File: config.mk
export PLATFORM = sky130hd
export DESIGN_NAME = add_4bit_core
export DESIGN_NICKNAME = d
export VERILOG_FILES = /design/src/rtl/add_4bit_core.sv
export SDC_FILE = /design/constraint.sdc
export NUM_CORES = 1
export LEC_CHECK = 0
export BUFFER_PORTS_ARGS = -buffer_cell sky130_fd_sc_hd__buf_2
export CORE_AREA = 2 2 39 41
export CTS_BUF_LIST = sky130_fd_sc_hd__clkbuf_4 sky130_fd_sc_hd__clkbuf_8
export DETAILED_ROUTE_END_ITERATION = 8
export DIE_AREA = 0 0 41 43
export PLACE_DENSITY_LB_ADDON = 0.1
export SLEW_MARGIN = 20
export SYNTH_ARGS = -nofsm -noshare
export SYNTH_HDL_FRONTEND = slang
export SYNTH_SLANG_ARGS = --single-unit
File: constraint.sdc
create_clock -name clk -period 0.9 [get_ports clk]
set_input_delay 0 -clock clk [delete_from_list [all_inputs] [get_ports clk]]
set_output_delay 0 -clock clk [all_outputs]
set_load 0.05 [all_outputs]
File: src/rtl/add_4bit_core.sv
// Registered 4-bit unsigned ripple-carry adder with a 1-cycle result latency.
// Optional carry-in port is enabled by defining ADD4_CIN_EN.
module add_4bit_core (
    input  logic       clk,
    input  logic       rst_n,
    input  logic [3:0] a,
    input  logic [3:0] b,
`ifdef ADD4_CIN_EN
    input  logic       c_in,
`endif
    output logic [4:0] out,
    output logic       c_out
);

    logic [4:0] c;
    logic [3:0] s;

`ifdef ADD4_CIN_EN
    assign c[0] = c_in;
`else
    assign c[0] = 1'b0;
`endif

    // Four full-adder cells chained LSB to MSB; c[4] is the final carry.
    genvar i;
    generate
        for (i = 0; i < 4; i++) begin : g_fa
            assign s[i]   = a[i] ^ b[i] ^ c[i];
            assign c[i+1] = (a[i] & b[i]) | (c[i] & (a[i] ^ b[i]));
        end
    endgenerate

    // Both registers load from c[4], so c_out always tracks out[4].
    always_ff @(posedge clk or negedge rst_n) begin
        if (!rst_n) begin
            out   <= 5'b00000;
            c_out <= 1'b0;
        end else begin
            out   <= {c[4], s};
            c_out <= c[4];
        end
    end

endmodule

==> reports/results.txt, run 1 <==
The run finished, with violations left. The final reports fail on negative setup slack. In this run, placement finished with an instance count of 50. The worst setup path is captured at a register. Total wirelength of the detailed-routed design: 368 µm. Input and output buffers added on the ports amount to 15. The largest single stage delay on the critical path is 0.52 ns. The met1 layer usage reported by global route was 0.0563; the count of unresolved DRC violations after routing was 0. The finished cells cover 413 µm². The boundary pin count is 16, and the final count of hold timing violations is 0. The number of antenna diodes in the final layout is 0. The critical path crosses 9 cells after its start point. In the synthesized netlist, the number of instances is 20. For the number of levels the H-tree was split into, the log shows 1. Summed over all nets, the switching power comes to 273 µW. By area the synthesized netlist is led by sky130_fd_sc_hd__dfrtp_1 52%, sky130_fd_sc_hd__fa_1 25%, sky130_fd_sc_hd__inv_1 15%, sky130_fd_sc_hd__ha_1 5.2%, sky130_fd_sc_hd__buf_4 3.1%. The worst hold path passes through 2 cells.

The first-pass iteration count of the detailed router was 2; the endpoint required time on the critical path was 1.03 ns. The clock group share of total power is 0.340. By count the netlist is led by 10 x sky130_fd_sc_hd__inv_1, 5 x sky130_fd_sc_hd__dfrtp_1, 3 x sky130_fd_sc_hd__fa_1, 1 x sky130_fd_sc_hd__buf_4, 1 x sky130_fd_sc_hd__ha_1. In this design, the critical path's most frequently occurring cell is sky130_fd_sc_hd__inv_2. The fraction of the mapped netlist area in adder cells was 0.299; the headroom to the max-slew limit was 0.835. After global routing, the most crowded layer is met4. Summing every instance area after synthesis gives 243 µm². Setup repair after global routing could not meet its margin everywhere. Summed over all failing endpoints, the final setup total negative slack is -0.490 ns. Among all flip-flop cells after synthesis, the most frequent one is sky130_fd_sc_hd__dfrtp_1. The run gives 1760 µm² as the die area. On the critical path the largest part of the delay comes from adder cells. The run gives 5 as the total clock sinks.

Main combinational cell family by area after synthesis: adder cells. The worst setup path is of the primary input to register kind. The tools report the number of DRC markers in iteration 0 as 1.

In the routed layout, each cell is associated on average with a via count of 2.98. Overall power consumption after layout is estimated at 805 µW. The logs give 0.332 for the combinational fraction of design power and -0.345 ns for the least setup slack across all paths after layout. In this run the worst hold path is classified as primary input to register. The logs give 56 for the count of placed standard cells in the final layout, fillers left out and 3 for the number of CTS-inserted buffers. The share of Yosys cell area claimed by the top area cell type is 0.515, and the total half-perimeter wirelength after legalization and detailed placement is 327 µm. Number of endpoints failing setup at the final stage: 3. The sequential-to-total area share from yosys stat is 0.515. For the met3 track demand over resource, the log shows 0. The signal on the critical path passes through buf_6 -> ha_4 -> inv_2 -> fa_2 -> inv_2 -> fa_2 -> inv_2 -> fa_2 -> inv_2.

Number of pins with negative max-slew slack in the final report: 0. The cell taking the most area after synthesis is sky130_fd_sc_hd__dfrtp_1. After clock tree synthesis, the clock-pin slew on the worst setup and hold paths is 0.04 ns.

In this run, synthesis produced a sequential element count of 5. The tool flagged a number of max-cap violations equal to 0. In this run the horizontal extent of the chip is 41 µm. Entering global routing, the biggest net connects 6 pins.

In the final routed layout, each cell accounts on average for 6.57 µm. The fraction of layout instances using a drive strength above 1 works out to 0.700. For the pin with the worst max-slew slack, the measured transition is 0.249 ns. For the buffer depth of the longest clock path, the log shows 2. The effective utilization at floorplan is 0.175, and the number of antenna violations at the first check in global routing is 0. Global routing finished with a remaining overflow of 0. Kind of launch point of the worst setup path: a primary input. The endpoint arrival time on the critical path was 1.37 ns.

The share of synthesized registers carrying an async set or reset works out to 1.00. The tree is rooted in a sky130_fd_sc_hd__clkbuf_4. The number of buffers and inverters on the critical path is 5. The post-synthesis area per instance came out at 12.1 µm².

Synthesis instantiated 5 different standard cells from the library. The switching part of the total is 0.339. The part of the cycle the worst path needs was 1.38. The tools report the post-placement setup slack as -0.610 ns. For this design the ratio of total power to cell area is 1950 nW/µm².

Fraction of synthesized area in multiplexers: 0. The library cell contributing the largest single delay on the critical path was sky130_fd_sc_hd__fa_2. TritonCTS built the clock tree.

Detailed routing inserted a total of 167 vias. The y dimension of the die works out to 43 µm. The synthesized-area fraction occupied by ao, oa, aoi and oai cells works out to 0. The maximum resistive drop on vdd was 429 µV; the number of warnings printed during yosys synthesis was 0. In this run the static leakage power is 0.000222 µW. For the finished layout, the period the worst path requires is 1.24 ns. The run gives 0.576 as the global placer's final weighted congestion.

The number of nets in the finished design came out at 55. The logs give 171 for the via count of the first global-routing pass and 803 MHz for the maximum achievable frequency. The most instantiated library cell after synthesis was sky130_fd_sc_hd__inv_1.

The synthesis-to-finish area growth is 70.1%. The logs give 348 µm² for the cell area after placement and 532 µW for the cell-internal power. The global-route wire length before repair was 579 µm; the post-synth net total was 34. The sequential fraction of design power was 0.328; the met2 usage in global routing was 0.0688. The count of standard-cell rows was 14; the remaining antenna violation count after routing was 0. The peak fanout along the critical path is 1.

The core region is 1380 µm². Area share of and/or/nand/nor cells after synthesis: 0. The share of the synthesized netlist area taken by xor and xnor gates works out to 0. The run gives 0.0547 as the total routing resource utilization after global routing. The number of synthesized flops with an enable pin works out to 0.
flip-flops by register name (all words and copies together) (netlist names):
signal  count
c_out       1
out         4
metrics by stage:
step	hold slack, ns	util
floorplan	-0.296	-
global placement	-0.185	0.251
detailed placement	-0.185	0.251
CTS	0.0691	0.298
global route	0.0744	0.298
finish	0.0838	0.298
final timing paths:
kind	start	endpoint	slack [ns]
max in group asynchronous	rst_n	c_out	0.67
hold / removal	b[2]	out[2]	0.08
min in group asynchronous	rst_n	out[1]	0.11
setup / recovery	a[0]	out[3]	-0.34
routing by layer:
| metal | wire length (µm) | part of all wire | up-vias |
|---|---|---|---|
| met5 | 0 | 0 | - |
| met1 | 126 | 0.34 | 68 |
| met2 | 194 | 0.53 | 10 |
| met4 | 0 | 0 | 0 |
| met3 | 47 | 0.13 | 0 |
| li1 | - | - | 89 |
repair_timing:
item	4_1_cts	5_1_grt
hold buffers	2	0
pin swaps	0	1
gates resized for setup	5	1
hold endpoints to repair	6	0
buffers inserted	0	0
setup endpoints to repair	3	3
final cells by class:
| cell class | instances | area (µm²) |
|---|---|---|
| multi-input combinational | 4 | 92.6 |
| timing repair buffer | 17 | 108 |
| tap | 16 | 20.0 |
| fill | 155 | 971 |
| clock buffer | 4 | 30.0 |
| sequential | 5 | 125 |
| inverter | 10 | 37.5 |
power groups by stage:
stage               Clock [µW]  Sequential, µW  Combinational (µW)
floorplan                    0             388                62.1
finish                     273             264                 267
detailed placement           0             268                 248
global placement             0             267                 247
CTS                        286             265                 267
global route               309             266                 293
logic make-up (layout without fill, tap and decap cells):
kind of cell	count (synthesis)	in the layout
flip-flops	5	5
buffers and inverters	11	31
adder cells (fa/ha/maj)	4	4
layout by cell type (no fill, tap or decap):
master	Yosys	routed
sky130_fd_sc_hd__clkbuf_4	0	4
sky130_fd_sc_hd__buf_2	0	13
sky130_fd_sc_hd__buf_6	0	2
sky130_fd_sc_hd__dlygate4sd3_1	0	2
sky130_fd_sc_hd__fa_2	0	3
sky130_fd_sc_hd__inv_1	10	5
sky130_fd_sc_hd__inv_2	0	5
sky130_fd_sc_hd__dfrtp_1	5	5
sky130_fd_sc_hd__ha_4	0	1
No activity file was read; power rests on OpenSTA's default activity.
==> run 2, diff against run 1 <==
Settings changed: RECOVER_POWER set to 25.
==> run 2 against run 1 <==
The flow still finishes with violations (negative setup slack); via count stayed put; wire length is 0.54% lower; sequential power hardly changed; design area is 0.30% lower; setup slack stayed put; core utilization is 0.090 points lower; clock power hardly changed; die area stayed put; flip-flop and latch count stayed put; worst hold slack stayed put; sequential share of layout area is 0.092 points higher; critical path depth stayed put; critical endpoint unchanged; largest power group unchanged.
==> reports/results.txt, run 2 (synthesis results as in run 1) <==
The tools report the final count of hold timing violations as 0 (unchanged). The final critical-path required period was 1.24 ns (unchanged). Boundary pin count: 16 (unchanged). The number of DRC markers in iteration 0 was 1 (unchanged); the placed instance count was 50 (unchanged).

From synthesis to final layout, the design area changed by 69.6%. The die area came out at 1760 µm² (unchanged). The run gives 0.837 (+0.00230) as the headroom to the max-slew limit. The effective utilization at floorplan is 0.175 (unchanged), and the cell area after placement is 348 µm² (unchanged).

The total routing resource utilization after global routing was 0.0547 (unchanged). The flow ran to the end, but the final reports show violations. The sequential fraction of design power was 0.329 (about the same). The remaining antenna violation count after routing was 0 (unchanged); the average vias per placed instance was 2.98 (unchanged). Endpoint class of the critical path: a register.

The library cells used most frequently in the layout, excluding fill and tap cells, are 12 x sky130_fd_sc_hd__buf_2, 5 x sky130_fd_sc_hd__inv_1, 5 x sky130_fd_sc_hd__inv_2, 5 x sky130_fd_sc_hd__dfrtp_1, 4 x sky130_fd_sc_hd__clkbuf_4. The count of input and output buffers works out to 15 (unchanged). The logs give 0 (unchanged) for the count of unresolved DRC violations after routing and 2 (unchanged) for the buffer depth of the longest clock path.

Maximum achievable frequency: 803 MHz (unchanged). The endpoint arrival time on the critical path came out at 1.37 ns (about the same). The width of the die is 41 µm (unchanged). The run gives 327 µm (unchanged) as the total half-perimeter wirelength after legalization and detailed placement. The part of the cycle the worst path needs was 1.38 (unchanged); the count of standard-cell rows was 14 (unchanged).

The placeable core area is 1380 µm² (unchanged). In the final layout, the registers with the most flip-flops are out: 4 flops, c_out: 1 flops. The logs give 0.0838 ns (unchanged) for the final hold slack and 532 µW (-0.12%) for the cell-internal power. The number of buffers inserted to repair setup after CTS came out at 0 (unchanged).

The detailed-route via count was 167 (unchanged). The clock-pin slew of the registers on the worst-case setup and hold paths was 0.04 ns (about the same); the total leakage power was 0.000220 µW (-1.2%). The wire length per cell after detailed routing is 6.54 µm (-0.54%), and the post-route standard cell area excluding fillers is 412 µm² (-0.30%). The via count of the first global-routing pass is 171 (unchanged), and the number of nets in the finished design is 55 (unchanged). The clock group share of total power was 0.340 (about the same); the total power density per cell area was 1950 nW/µm² (+0.22%). For the largest net degree at the start of global routing, the log shows 6 (unchanged). The logs give 1 (unchanged) for the number of levels the H-tree was split into and 0.576 (unchanged) for the global placer's final weighted congestion. The transition at the pin with the smallest max-transition slack works out to 0.244 ns (-0.00516 ns). The run gives 579 µm (unchanged) as the global-route wire length before repair. The category of the most critical setup path is primary input to register.

The tools report the kind of launch point of the worst setup path as a primary input. The logs give 0.297 (-0.000905) for the share of the core filled with cells in the final layout and -0.345 ns (unchanged) for the least setup slack across all paths after layout. The number of pins with negative max-slew slack in the final report is 0 (unchanged). The peak fanout along the critical path is 1 (unchanged), and the flip-flop count of the largest register, all copies and words added is 4 (unchanged). The logs give 56 (unchanged) for the count of placed standard cells in the final layout, fillers left out and 2 (unchanged) for the first-pass iteration count of the detailed router. The hold-critical path depth is 2 (unchanged). Clock tree synthesis selected as its root buffer the cell sky130_fd_sc_hd__clkbuf_4.

The final reports fail on negative setup slack. The combinational fraction of design power is 0.332 (about the same), and the post-placement setup slack is -0.610 ns (unchanged). The fraction of layout instances using a drive strength above 1 was 0.675 (-0.0250); the reported max-cap violation count was 0 (unchanged). For the maximum resistive drop on vdd, the log shows 429 µV (about the same). The net switching power of the design is 273 µW (about the same). In this run the most critical hold path is launched from b[2]. The y dimension of the die came out at 43 µm (unchanged). More flip-flops sit in one register than any other, and that register is out. The logs give 5 (unchanged) for the total clock sinks and 1.03 ns (about the same) for the endpoint required time on the critical path. The number of antenna violations at the first check in global routing came out at 0 (unchanged). The path with the worst hold slack has its endpoint at out[2]. The number of CTS-inserted buffers was 3 (unchanged). The total wirelength of the detailed-routed design came out at 366 µm (-0.54%).

Setup repair after global routing could not meet its margin everywhere. The worst hold path belongs to the class primary input to register. For the remaining global-route overflow, the log shows 0 (unchanged). The tools report the number of endpoints failing setup at the final stage as 3 (unchanged). The switching part of the total came out at 0.339 (about the same). TritonCTS built the clock tree. The antenna cell count came out at 0 (unchanged). Leaving out fill and tap cells, the most frequent cell in the layout is sky130_fd_sc_hd__buf_2.
-- run 2: changes by cell type in the layout (fill, tap and decap cells not counted), sizes merged --
| cell | delta |
|---|---|
| buf | -1 |
| clkbuf | +1 |
-- run 2: timing repair --
action / 4_1_cts / 5_1_grt
endpoints found under the hold margin: 6 / 0
pin swaps: 0 / 1
hold buffers: 2 / 0
endpoints found under the setup margin: 3 / 3
resized for setup: 5 / 1
-- run 2: layer usage --
layer | up-vias | GRT usage | share of wire
met4 | 0 | 0.100 | 0
met3 | 0 | 0 | 0.13
met5 | - | 0 | 0
li1 | 89 | - | -
met2 | 10 | 0.0688 | 0.53
met1 | 68 | 0.0563 | 0.34
-- run 2: final cells by class --
cell class,instances,area [µm²]
clock buffers,4,30.0
fillers,155,972
inverters,10,37.5
multi-input cells,4,92.6
flip-flops and latches,5,125
well taps,16,20.0
repair buffers,17,106
-- run 2: critical path, stage by stage --
cell and delay (ns):
sky130_fd_sc_hd__buf_6 0.07, sky130_fd_sc_hd__ha_4 0.12, sky130_fd_sc_hd__inv_2 0.03, sky130_fd_sc_hd__fa_2 0.32, sky130_fd_sc_hd__inv_2 0.06, sky130_fd_sc_hd__fa_2 0.18, sky130_fd_sc_hd__inv_2 0.04, sky130_fd_sc_hd__fa_2 0.52
sky130_fd_sc_hd__inv_2 0.03
-- run 2: how the worst max path moves through the flow --
| stage | start | slack, ns | end |
|---|---|---|---|
| floorplan | a[0] | -0.44 | out[3] |
| global placement | a[0] | -0.59 | out[3] |
| detailed placement | a[0] | -0.61 | out[3] |
| CTS | a[0] | -0.36 | out[3] |
| global route | a[0] | -0.38 | out[3] |
| finish | a[0] | -0.34 | out[3] |
-- run 2: per-stage QoR --
step | TNS [ns] | total power [µW]
2_1_floorplan | -0.880 | 450
3_5_place_dp | -1.39 | 516
6_report | -0.490 | 804
5_1_grt | -0.571 | 868
4_1_cts | -0.526 | 818
3_3_place_gp | -1.35 | 513
-- run 2: power groups by stage --
stage,sequential [µW],combinational [µW],clock (µW)
global placement,267,247,0
detailed placement,268,248,0
finish,264,267,273
global route,266,293,309
floorplan,388,62.1,0
CTS,265,267,286
==> run 3, diff against run 2 <==
Settings changed: MAX_ROUTING_LAYER set to met4, TNS_END_PERCENT set to 30.
==> run 3 against run 2 <==
The run still ends with negative setup slack left; count of clock-buffer cells in the layout is the same; non-clock buffer count is the same; fmax shrank 0.30%; design area shrank 6.7%; first-iteration DRC count shrank 100%; clock power grew 1%; core utilization shrank 2.0 points; total power shrank 1.7%; via count shrank 1.2%; sequential share of layout area grew 2.2 points; setup slack lost 0.0038 ns; sequential power is essentially flat; largest power group unchanged.
==> reports/results.txt, run 3 (synthesis results as in run 1) <==
The root buffer selected by CTS was sky130_fd_sc_hd__clkbuf_4. The part of the cycle the worst path needs works out to 1.39 (+0.00423). Combinational fraction of design power: 0.316 (-0.016). TritonCTS built the clock tree. Effective utilization at floorplan: 0.175 (unchanged).

The checks that failed: negative setup slack. The run gives 801 MHz (-0.30%) as the maximum achievable frequency. The placeable core area was 1380 µm² (unchanged); the total clock sinks was 5 (unchanged). Endpoint class of the critical path: a register. The placed instance count came out at 50 (unchanged).

The logs give 0.640 (+11%) for the global placer's final weighted congestion and 0 (unchanged) for the met3 track demand over resource. For the via count of the first global-routing pass, the log shows 179 (+4.7%). The post-layout total power is 791 µW (-1.7%). Among cell families on the critical path, the largest total delay comes from adder cells. The sequential fraction of design power was 0.334 (+0.005). The count of standard-cell rows was 14 (unchanged).

In this run the most critical hold path is launched from b[2]. The critical path is of the primary input to register type. Number of buffers inserted to repair setup after CTS: 0 (unchanged). The hold-critical path depth works out to 2 (unchanged). The fraction of layout instances using a drive strength above 1 came out at 0.550 (-0.125). Relative to the synthesized area, the layout overhead comes to 58.2%. The net switching power of the design came out at 270 µW (-0.97%). The logs give 0.0601 (+0.00539) for the total routing resource utilization after global routing and 0 (unchanged) for the count of unresolved DRC violations after routing. The cell-internal power was 521 µW (-2.0%); the peak fanout along the critical path was 1 (unchanged). Largest net degree at the start of global routing: 6 (unchanged). The flip-flop count of the largest register, all copies and words added was 4 (unchanged); the met2 usage in global routing was 0.0750 (+0.00625).

The reported max-cap violation count came out at 0 (unchanged). The signal on the critical path passes through buf_2 -> ha_1 -> inv_1 -> fa_2 -> inv_2 -> fa_2 -> inv_2 -> fa_1 -> inv_1. The global-route layer with the greatest usage was met4.

The total wirelength of the detailed-routed design came out at 372 µm (+1.6%). Headroom to the max-slew limit: 0.837 (about the same). For hold timing, the worst endpoint is out[2]. The detailed-route via count is 165 (-1.2%).

For the number of levels the H-tree was split into, the log shows 1 (unchanged). Buffer depth of the longest clock path: 2 (unchanged). The endpoint arrival time on the critical path was 1.38 ns (about the same). The logs give 0.000219 µW (-0.40%) for the total leakage power and 1.03 ns (about the same) for the endpoint required time on the critical path.

Timing startpoint of the critical path: a[0]. The tools report the kind of launch point of the worst setup path as a primary input. The global-route wire length before repair is 607 µm (+4.8%). The post-route standard cell area excluding fillers is 384 µm² (-6.7%), and the count of placed standard cells in the final layout, fillers left out is 56 (unchanged). The number of CTS-inserted buffers is 3 (unchanged). The width of the die works out to 41 µm (unchanged). The path class of the tightest hold or removal check is primary input to register. The run gives 0.0526 (-0.00366) as the met1 layer usage reported by global route. The number of pins with negative max-slew slack in the final report was 0 (unchanged). The tools report the total half-perimeter wirelength after legalization and detailed placement as 323 µm (-1.2%). The count of buffering cells on the critical path with inverters included was 5 (unchanged). The run finished, with violations left. The total power density per cell area works out to 2060 nW/µm² (+5.4%).

Y dimension of the die: 43 µm (unchanged). The largest registers in the layout are out: 4 flops, c_out: 1 flops. The tools report the boundary pin count as 16 (unchanged). The switching part of the total was 0.341 (+0.00246); the antenna cell count was 0 (unchanged). The clock-pin slew of the registers on the worst-case setup and hold paths was 0.04 ns (about the same); the wire length per cell after detailed routing was 6.64 µm (+1.6%).

The run gives 335 µm² (-3.6%) as the cell area after placement. In the layout the commonest cells are 14 x sky130_fd_sc_hd__buf_2, 8 x sky130_fd_sc_hd__inv_1, 5 x sky130_fd_sc_hd__dfrtp_1, 4 x sky130_fd_sc_hd__clkbuf_4. Setup repair after global routing could not meet its margin everywhere. First-pass iteration count of the detailed router: 1 (-1).

The number of antenna violations at the first check in global routing was 0 (unchanged); the maximum resistive drop on vdd was 425 µV (-0.84%). The average vias per placed instance was 2.95 (-1.2%); the number of nets in the finished design was 55 (unchanged). The transition at the pin with the smallest max-transition slack is 0.244 ns (-0.0000336 ns), and the least setup slack across all paths after layout is -0.349 ns (-0.00380 ns).

The final critical-path required period is 1.25 ns (+0.00380 ns), and the longest individual stage delay on the worst path is 0.47 ns (-0.05 ns). The number of filler instances in the final layout was 153 (-1.3%); the number of endpoints failing setup at the final stage was 3 (unchanged). The tools report the clock group share of total power as 0.350 (+0.010). The die area is 1760 µm² (unchanged), and the remaining global-route overflow is 0 (unchanged). For the final count of hold timing violations, the log shows 0 (unchanged). The number of DRC markers in iteration 0 came out at 0 (-1). The most frequent standard cell in the layout excluding fill and tap cells is sky130_fd_sc_hd__buf_2. The count of input and output buffers is 15 (unchanged). The library cell contributing the largest single delay on the critical path was sky130_fd_sc_hd__fa_1.

out holds more flip-flops than any other register. The tools report the remaining antenna violation count after routing as 0 (unchanged).
## run 3: cell counts in the layout (fill, tap and decap cells not counted)
Identical to the previous run, type by type.
## run 3: routing by layer
| metal | vias up | wire [µm] | part of all wire |
|---|---|---|---|
| li1 | 89 | - | - |
| met1 | 65 | 135 | 0.36 |
| met2 | 11 | 183 | 0.49 |
| met3 | 0 | 53 | 0.14 |
| met4 | 0 | 0 | 0 |
| met5 | - | 0 | 0 |
## run 3: area by class of cell
type                            count  area (µm²)  area share
Timing Repair Buffer               17        93.8       0.244
Tap cell                           16        20.0      0.0521
Multi-Input combinational cell      4        77.6       0.202
Inverter                           10        37.5      0.0977
Sequential cell                     5         125       0.326
Clock buffer                        4        30.0      0.0782
## run 3: what timing repair did
action                                  in CTS  in global routing
pin swaps                                    1                  0
endpoints found under the hold margin        6                  0
gates resized for setup                      1                  0
hold buffers                                 2                  0
endpoints found under the setup margin       3                  3
## run 3: per-stage QoR
step                      setup WS, ns  hold slack (ns)   util  TNS [ns]
after global placement          -0.602           -0.185  0.242     -1.39
after CTS                       -0.343           0.0728  0.278    -0.604
final                           -0.349           0.0797  0.278    -0.623
after floorplan                 -0.467           -0.296      -    -0.973
after detailed placement        -0.611           -0.184  0.242     -1.43
after global routing            -0.399           0.0796  0.278    -0.736
## run 3: worst max-delay path by stage
stage,end,cells past startpoint,slack (ns)
2_1_floorplan,out[3],8,-0.47
3_3_place_gp,out[3],9,-0.60
3_5_place_dp,out[3],9,-0.61
4_1_cts,out[3],9,-0.34
5_1_grt,out[3],9,-0.40
6_report,out[3],9,-0.35
## run 3: power groups by stage
stage               logic, µW  registers, µW  clock network [µW]
floorplan                59.5            388                   0
global placement          242            266                   0
detailed placement        243            268                   0
CTS                       254            265                 293
global route              276            266                 309
finish                    250            264                 277
